**src/rtl/alu_op_sequencer.sv**
```systemverilog
// Issue/capture stage in front of the 8-bit ALU: latches one operation, holds the
// ALU inputs for a settle window, then captures y and presents it with a handshake.
module alu_op_sequencer #(
    parameter int unsigned SETTLE_CYCLES = 1,
    parameter int unsigned CNT_W         = 16
) (
    input  logic             clk,
    input  logic             rst_n,
    input  logic             in_valid,
    output logic             in_ready,
    input  logic [7:0]       in_a,
    input  logic [7:0]       in_b,
    input  logic [3:0]       in_cmd,
    output logic [7:0]       alu_a,
    output logic [7:0]       alu_b,
    output logic [3:0]       alu_command,
    output logic             alu_out_enable,
    input  logic [15:0]      alu_y,
    output logic             res_valid,
    input  logic             res_ready,
    output logic [15:0]      res_y,
    output logic [3:0]       res_cmd,
    output logic             res_zero,
    output logic             res_err,
    output logic             busy,
    output logic [CNT_W-1:0] op_count
);

    typedef enum logic [1:0] {
        IDLE,
        ISSUE,
        RESULT
    } state_t;

    localparam logic [3:0] CMD_DIV     = 4'd5;
    localparam logic [3:0] SETTLE_LOAD = 4'(SETTLE_CYCLES - 1);

    state_t           r_state;
    state_t           w_next;
    logic [3:0]       r_cnt;
    logic [7:0]       r_alu_a;
    logic [7:0]       r_alu_b;
    logic [3:0]       r_alu_cmd;
    logic [15:0]      r_res_y;
    logic [3:0]       r_res_cmd;
    logic             r_res_zero;
    logic             r_res_err;
    logic [CNT_W-1:0] r_op_count;

    logic w_accept;
    logic w_div_zero;
    logic w_settled;
    logic w_res_done;

    assign w_accept   = in_valid && (r_state == IDLE);
    assign w_div_zero = (in_cmd == CMD_DIV) && (in_b == '0);
    assign w_settled  = (r_state == ISSUE) && (r_cnt == '0);
    assign w_res_done = (r_state == RESULT) && res_ready;

    always_ff @(posedge clk or negedge rst_n) begin
        if (!rst_n) begin
            r_state <= IDLE;
        end else begin
            r_state <= w_next;
        end
    end

    always_comb begin
        w_next = r_state;
        case (r_state)
            IDLE: begin
                if (in_valid) begin
                    w_next = w_div_zero ? RESULT : ISSUE;
                end
            end
            ISSUE: begin
                if (r_cnt == '0) begin
                    w_next = RESULT;
                end
            end
            RESULT: begin
                if (res_ready) begin
                    w_next = IDLE;
                end
            end
            default: w_next = IDLE;
        endcase
    end

    always_comb begin
        in_ready       = 1'b0;
        busy           = 1'b1;
        alu_out_enable = 1'b0;
        res_valid      = 1'b0;
        case (r_state)
            IDLE: begin
                in_ready = 1'b1;
                busy     = 1'b0;
            end
            ISSUE:   alu_out_enable = 1'b1;
            RESULT:  res_valid      = 1'b1;
            default: ;
        endcase
    end

    // Divide-by-zero is resolved at accept time; the ALU never sees that operation enabled.
    always_ff @(posedge clk or negedge rst_n) begin
        if (!rst_n) begin
            r_cnt      <= '0;
            r_alu_a    <= '0;
            r_alu_b    <= '0;
            r_alu_cmd  <= '0;
            r_res_y    <= '0;
            r_res_cmd  <= '0;
            r_res_zero <= 1'b0;
            r_res_err  <= 1'b0;
            r_op_count <= '0;
        end else begin
            if (w_accept) begin
                r_alu_a   <= in_a;
                r_alu_b   <= in_b;
                r_alu_cmd <= in_cmd;
                r_res_cmd <= in_cmd;
                r_cnt     <= SETTLE_LOAD;
                if (w_div_zero) begin
                    r_res_y    <= '1;
                    r_res_zero <= 1'b0;
                    r_res_err  <= 1'b1;
                end
            end else if (w_settled) begin
                r_res_y    <= alu_y;
                r_res_zero <= (alu_y == '0);
                r_res_err  <= 1'b0;
            end else if (r_state == ISSUE) begin
                r_cnt <= r_cnt - 4'd1;
            end
            if (w_res_done) begin
                r_op_count <= r_op_count + CNT_W'(1);
            end
        end
    end

    assign alu_a       = r_alu_a;
    assign alu_b       = r_alu_b;
    assign alu_command = r_alu_cmd;
    assign res_y       = r_res_y;
    assign res_cmd     = r_res_cmd;
    assign res_zero    = r_res_zero;
    assign res_err     = r_res_err;
    assign op_count    = r_op_count;

endmodule

```
**config.mk**
```make
export PLATFORM = sky130hd
export DESIGN_NAME = alu_op_sequencer
export DESIGN_NICKNAME = d
export VERILOG_FILES = /design/src/rtl/alu_op_sequencer.sv
export SDC_FILE = /design/constraint.sdc
export NUM_CORES = 1
export LEC_CHECK = 0
export CORE_MARGIN = 5
export CORE_UTILIZATION = 43
export DETAILED_ROUTE_END_ITERATION = 16
export GPL_ROUTABILITY_DRIVEN = 0
export PLACE_DENSITY = 0.85
export SYNTH_ARGS = -nofsm -noshare
export SYNTH_HDL_FRONTEND = slang
export SYNTH_SLANG_ARGS = --single-unit
```
**constraint.sdc**
```tcl
create_clock -name clk -period 2 [get_ports clk]
set_input_delay 0.2 -clock clk [delete_from_list [all_inputs] [get_ports clk]]
set_output_delay 0.2 -clock clk [all_outputs]
set_load 0.1 [all_outputs]
```
# Yosys cells after proc, flatten, opt, wreduce, memory -nomap -nowiden
# Index checks and enable logic that the tools add are counted.
totals:
  ff_bits: 60
  inputBits: 40
  output_inout_bits: 62
  wordCells: 53
op_classes:
  addsub: 2
  n_eq_ne: 8
  mux: 21
  reduce_logical: 13
op_table:
  columns: ["op", "n"]
  rows:
  - ["$mux W16", 3]
  - ["$add A16 B1 Y16 const B", 1]
  - ["$logic_not A16 Y1", 1]
  - ["$mux W4", 3]
  - ["$mux W1", 10]
  - ["$logic_not A8 Y1", 1]
  - ["$mux W2", 4]
  - ["$ne A2 B2 Y1 const B", 4]
  - ["$pmux W2 S3", 1]
  - ["$eq A4 B3 Y1 const B", 1]
  - ["$logic_and A1 B1 Y1", 4]
  - ["$logic_not A4 Y1", 1]
  - ["$reduce_and A2 Y1", 2]
  - ["$reduce_bool A2 Y1", 2]
  - ["$sub A4 B1 Y4 const B", 1]
  - ["$reduce_and A3 Y1", 1]
  - ["$eq A2 B1 Y1 const B", 1]
  - ["$eq A2 B2 Y1 const B", 1]
  - ["$logic_not A2 Y1", 1]
  - ["$ne A2 B1 Y1 const B", 1]

# Longest topological paths before layout
logic_depth:
  depth_word: 5
  mapped_depth: 8
  mapped_depth_nobuf: 6

# Worst setup path before layout
# No wires, ideal clock.
synth_path:
  path_kind: "register to output"
  startpoint: "register r_state[1]"
  endpoint: "output port busy"
  t_arrival_ps: 2784
  required_ps: 1800
  slack_ps: -984
  path_stages_with_launch: 3
  n_path_buf: 0
  cell_sequence: "dfrtp_1 -> nor2_1 -> inv_1"
synth_via:
  elab_chain_cells: 2
synth_lines:
  columns: ["item", "line_no", "source"]
  rows:
  - ["start: declaration", "38", "state_t r_state;"]
  - ["start signal: assignment", "64", "r_state <= w_next;"]
  - ["$logic_not A2 Y1", "95", "case (r_state)"]
  - ["$mux W1", "95", null]
  - ["end: declaration", "25", "output logic busy,"]
# Every way passes these cells.

# Worst setup path in the final report
layout_path:
  startpoint: "register r_cnt[0]"
  endpoint: "register r_res_y[5], in the netlist res_y[5]"
layout_via:
  elab_chain_cells: 4
layout_lines:
  columns: ["item", "line_no", "source"]
  rows:
  - ["start: declaration", "40", "logic [3:0] r_cnt;"]
  - ["start signal: assignment", "135", "r_cnt <= r_cnt - 4'd1;"]
  - ["$logic_not A4 Y1", "57", "assign w_settled = (r_state == ISSUE) && (r_cnt == '0);"]
  - ["$logic_and A1 B1 Y1", "57", null]
  - ["$reduce_bool A2 Y1 (no line)", null, null]
  - ["$reduce_and A2 Y1 (no line)", null, null]
  - ["end signal: assignment", "131", "r_res_y <= alu_y;"]
  - ["end: declaration", "44", "logic [15:0] r_res_y;"]
# Every way passes these cells.
# A chain may end at the register's enable or synchronous reset.

==> qor.yml <==
synth:
  synth.area.top_cells: "dfrtp_1 (59%), nand2_1 (11%), o22a_1 (5.5%), xnor2_1 (3.4%), xor2_1 (2.0%)"
  synth.distinct_cells: 37
  yosys.area.top_type: "dfrtp_1"
  synth-seq-cells: 60
  syn_nets: 274
  synth.avg_cell_area_um2: 11.1
  netlist_instances: 232
  synth_top_area_share_pct: 58.6
  synthesis.area_mm2: 0.00256
  async_flop_share_pct: 100
  ys_warn_count: 0
  synth_edf_count: 0
  ys_seq_area_share_pct: 58.6
  ys.flop_type: "dfrtp_1"
critical_path:
  critical_path.startpoint: "r_cnt[0]"
  worstPathRequired_ns: 2.27
  cp-end-kind: "flop"
  crit_end: "res_y[5]"
  setup.worst_path.start_class: "flop"
  r2r_slack_ns: 0.28
  rr_worst_depth: 6
  cp_cell_sequence: "inv_1 > ha_1 > nor3b_1 > nand2_1 > nand2_2 > o22a_1"
  slowest_delay_ns: 0.40
  cp.arrival_ns: 1.99
  critPathKind: "flop to flop"
  crit_slowest_cell: "dfrtp_1"
  reg2reg_from: "r_cnt[0]"
  reg2reg_to: "res_y[5]"
  crit_fanout: 17
route:
  ant_nets: 0
  wirelength_um: 6150
  drc_errors: 0
  num_vias: 2068
  wl_per_cell_um: 14.8
  drt_iter0_drc: 84
  firstDrtPassIters: 4
  vias_per_cell: 4.96
cells_and_area:
  drive_gt1_share_pct: 29.8
  num_antenna_cells: 0
  area_growth_pct: 45.0
  final_area_mm2: 0.00372
  nFillCells: 488
  nets: 380
cts:
  numCtsBuffers: 9
  post_cts_buffers: 0
  post_cts_resized: 0
  htreeDepth: 3
  clk-insertion-delay-late_ns: 0.33
  clk_pin_slew_ns: 0.06
  clock_sinks: 60
  root_buffer: "clkbuf_8"
  cts_tree: "done"
  hold_buffers: 0
  clock_path_buffers: 2
place:
  port_buffers: 101
  place_area_mm2: 0.00353
  hpwlAfterDp_um: 4610
timing:
  grt_setup_unrepaired: "false"
  clock_skew_ns: 0.00508
  post-route-min-period_ns: 1.72
  slew_headroom_pct: 50.3
  fin_crit_sh_pct: 86.2
  finalSetupTns_ns: 0
  hold_violations: 0
  clock.fmax_ghz: 0.580
  worst_pin_slew_ns: 0.745
  setup_viol: 0
  maxSlewViolCount: 0
global_routing:
  antenna_found_initial: 0
  grt_pass1_vias: 2160
  grt_pass1_wl_um: 10200
  grt_max_degree: 61
  globalRouteTotalUtil_pct: 17.6
  gr-total-overflow: 0
die:
  num_rows: 28
  die_h_um: 87.2
  pin_count: 102
  start_util_pct: 43.8
  die-area_mm2: 0.00761
  die_w_um: 87.2
  core_mm2: 0.00585
outcome:
  outcome: "finished clean"
job:
  drv_cap: 0
worst_hold_path:
  hold_path.class: "input pin to async pin"
logic make-up (layout without fill, tap and decap cells):
family	after synthesis	in the layout	share of synthesized area, %
buffers and inverters	16	126	3.76
AOI/OAI and AO/OA	21	21	7.03
xor gates and xnor gates	16	16	5.47
muxes	3	3	1.22
DFF	60	60	58.6
and+or+nand+nor	114	114	23.0
adders and majority gates	2	2	0.976
worst min-delay path by stage:
stage,start,slack (ns),endpoint,cells past startpoint
2_1_floorplan,rst_n,-0.1,alu_a[0],0
3_3_place_gp,rst_n,0.39,alu_a[1],2
3_5_place_dp,rst_n,0.39,alu_a[1],2
4_1_cts,rst_n,0.02,alu_a[1],2
5_1_grt,rst_n,0.07,alu_a[1],2
6_report,rst_n,0.005,alu_a[1],2
layout make-up:
type                    instances  area, um^2  share of cell area, %
well taps                      75        93.8                   2.52
multi-input cells             156         971                   26.1
repair buffers                106         938                   25.2
clock inverters                 1        5.00                  0.135
clock buffers                  14         183                   4.91
flip-flops and latches         60        1510                   40.6
inverters                       5        18.8                  0.505
synthesized netlist by cell type, drive strengths merged, types with 3 or more instances:
master and instances:
nand2 74, dfrtp 60, o22a 16, xnor2 10, buf 9, nand3 8, xor2 6, inv 5
nor2 5, nor3 5, nor4 5, nand4 4, nor2b 3
layout by cell type (no fill, tap or decap), drive strengths merged:
cell / Yosys / final
nand2: 74 / 74
buf: 9 / 68
dfrtp: 60 / 60
clkdlybuf4s50: 0 / 38
o22a: 16 / 16
clkbuf: 2 / 14
xnor2: 10 / 10
nand3: 8 / 8
xor2: 6 / 6
inv: 5 / 5
nor4: 5 / 5
nor2: 5 / 5
nor3: 5 / 5
nand4: 4 / 4
nor2b: 3 / 3
and3: 2 / 2
nor4b: 2 / 2
a21o: 2 / 2
mux2i: 2 / 2
ha: 2 / 2
nand3b: 2 / 2
nor3b: 2 / 2
nand4b: 1 / 1
mux2: 1 / 1
nand2b: 1 / 1
o21ai: 1 / 1
o31ai: 1 / 1
a21boi: 1 / 1
clkinv: 0 / 1
routing by layer:
| metal | GRT usage (%) | vias to the layer above | part of all wire (%) |
|---|---|---|---|
| met1 | 21.6 | 1003 | 40 |
| met3 | 5.77 | 10 | 7.8 |
| met2 | 28.3 | 62 | 51 |
| met5 | 0 | - | 0 |
| li1 | - | 993 | - |
| met4 | 8.09 | 0 | 2.1 |
through the flow:
stage          utilization, %  setup WS (ns)  hold slack, ns  std cells
6_report                 63.5          0.275         0.00504        417
5_1_grt                  63.5         0.0867          0.0738        417
4_1_cts                  63.5          0.264          0.0235        417
3_5_place_dp             60.3         0.0700           0.392        402
3_3_place_gp             60.3          0.179           0.389        402
2_1_floorplan               -         -0.298         -0.0956        232
worst max-delay path: cells and delay by family, from the launching register on:
kind                       cells  cell delay (ns)
and+or+nand+nor                3             0.82
DFF                            1             0.40
AOI/OAI and AO/OA              1             0.21
adders and majority gates      1             0.16
buffers and inverters          1             0.07
state kept, by name, indices dropped and copies added, names as in the netlist:
name / count
op_count: 16
res_y: 16
alu_a: 8
alu_b: 8
r_cnt: 4
res_cmd: 4
r_state: 2
res_err: 1
res_zero: 1
Power is left out: the tool's default activity adds up to more than one toggle a clock period on the data nets, which glitch-free logic cannot reach.
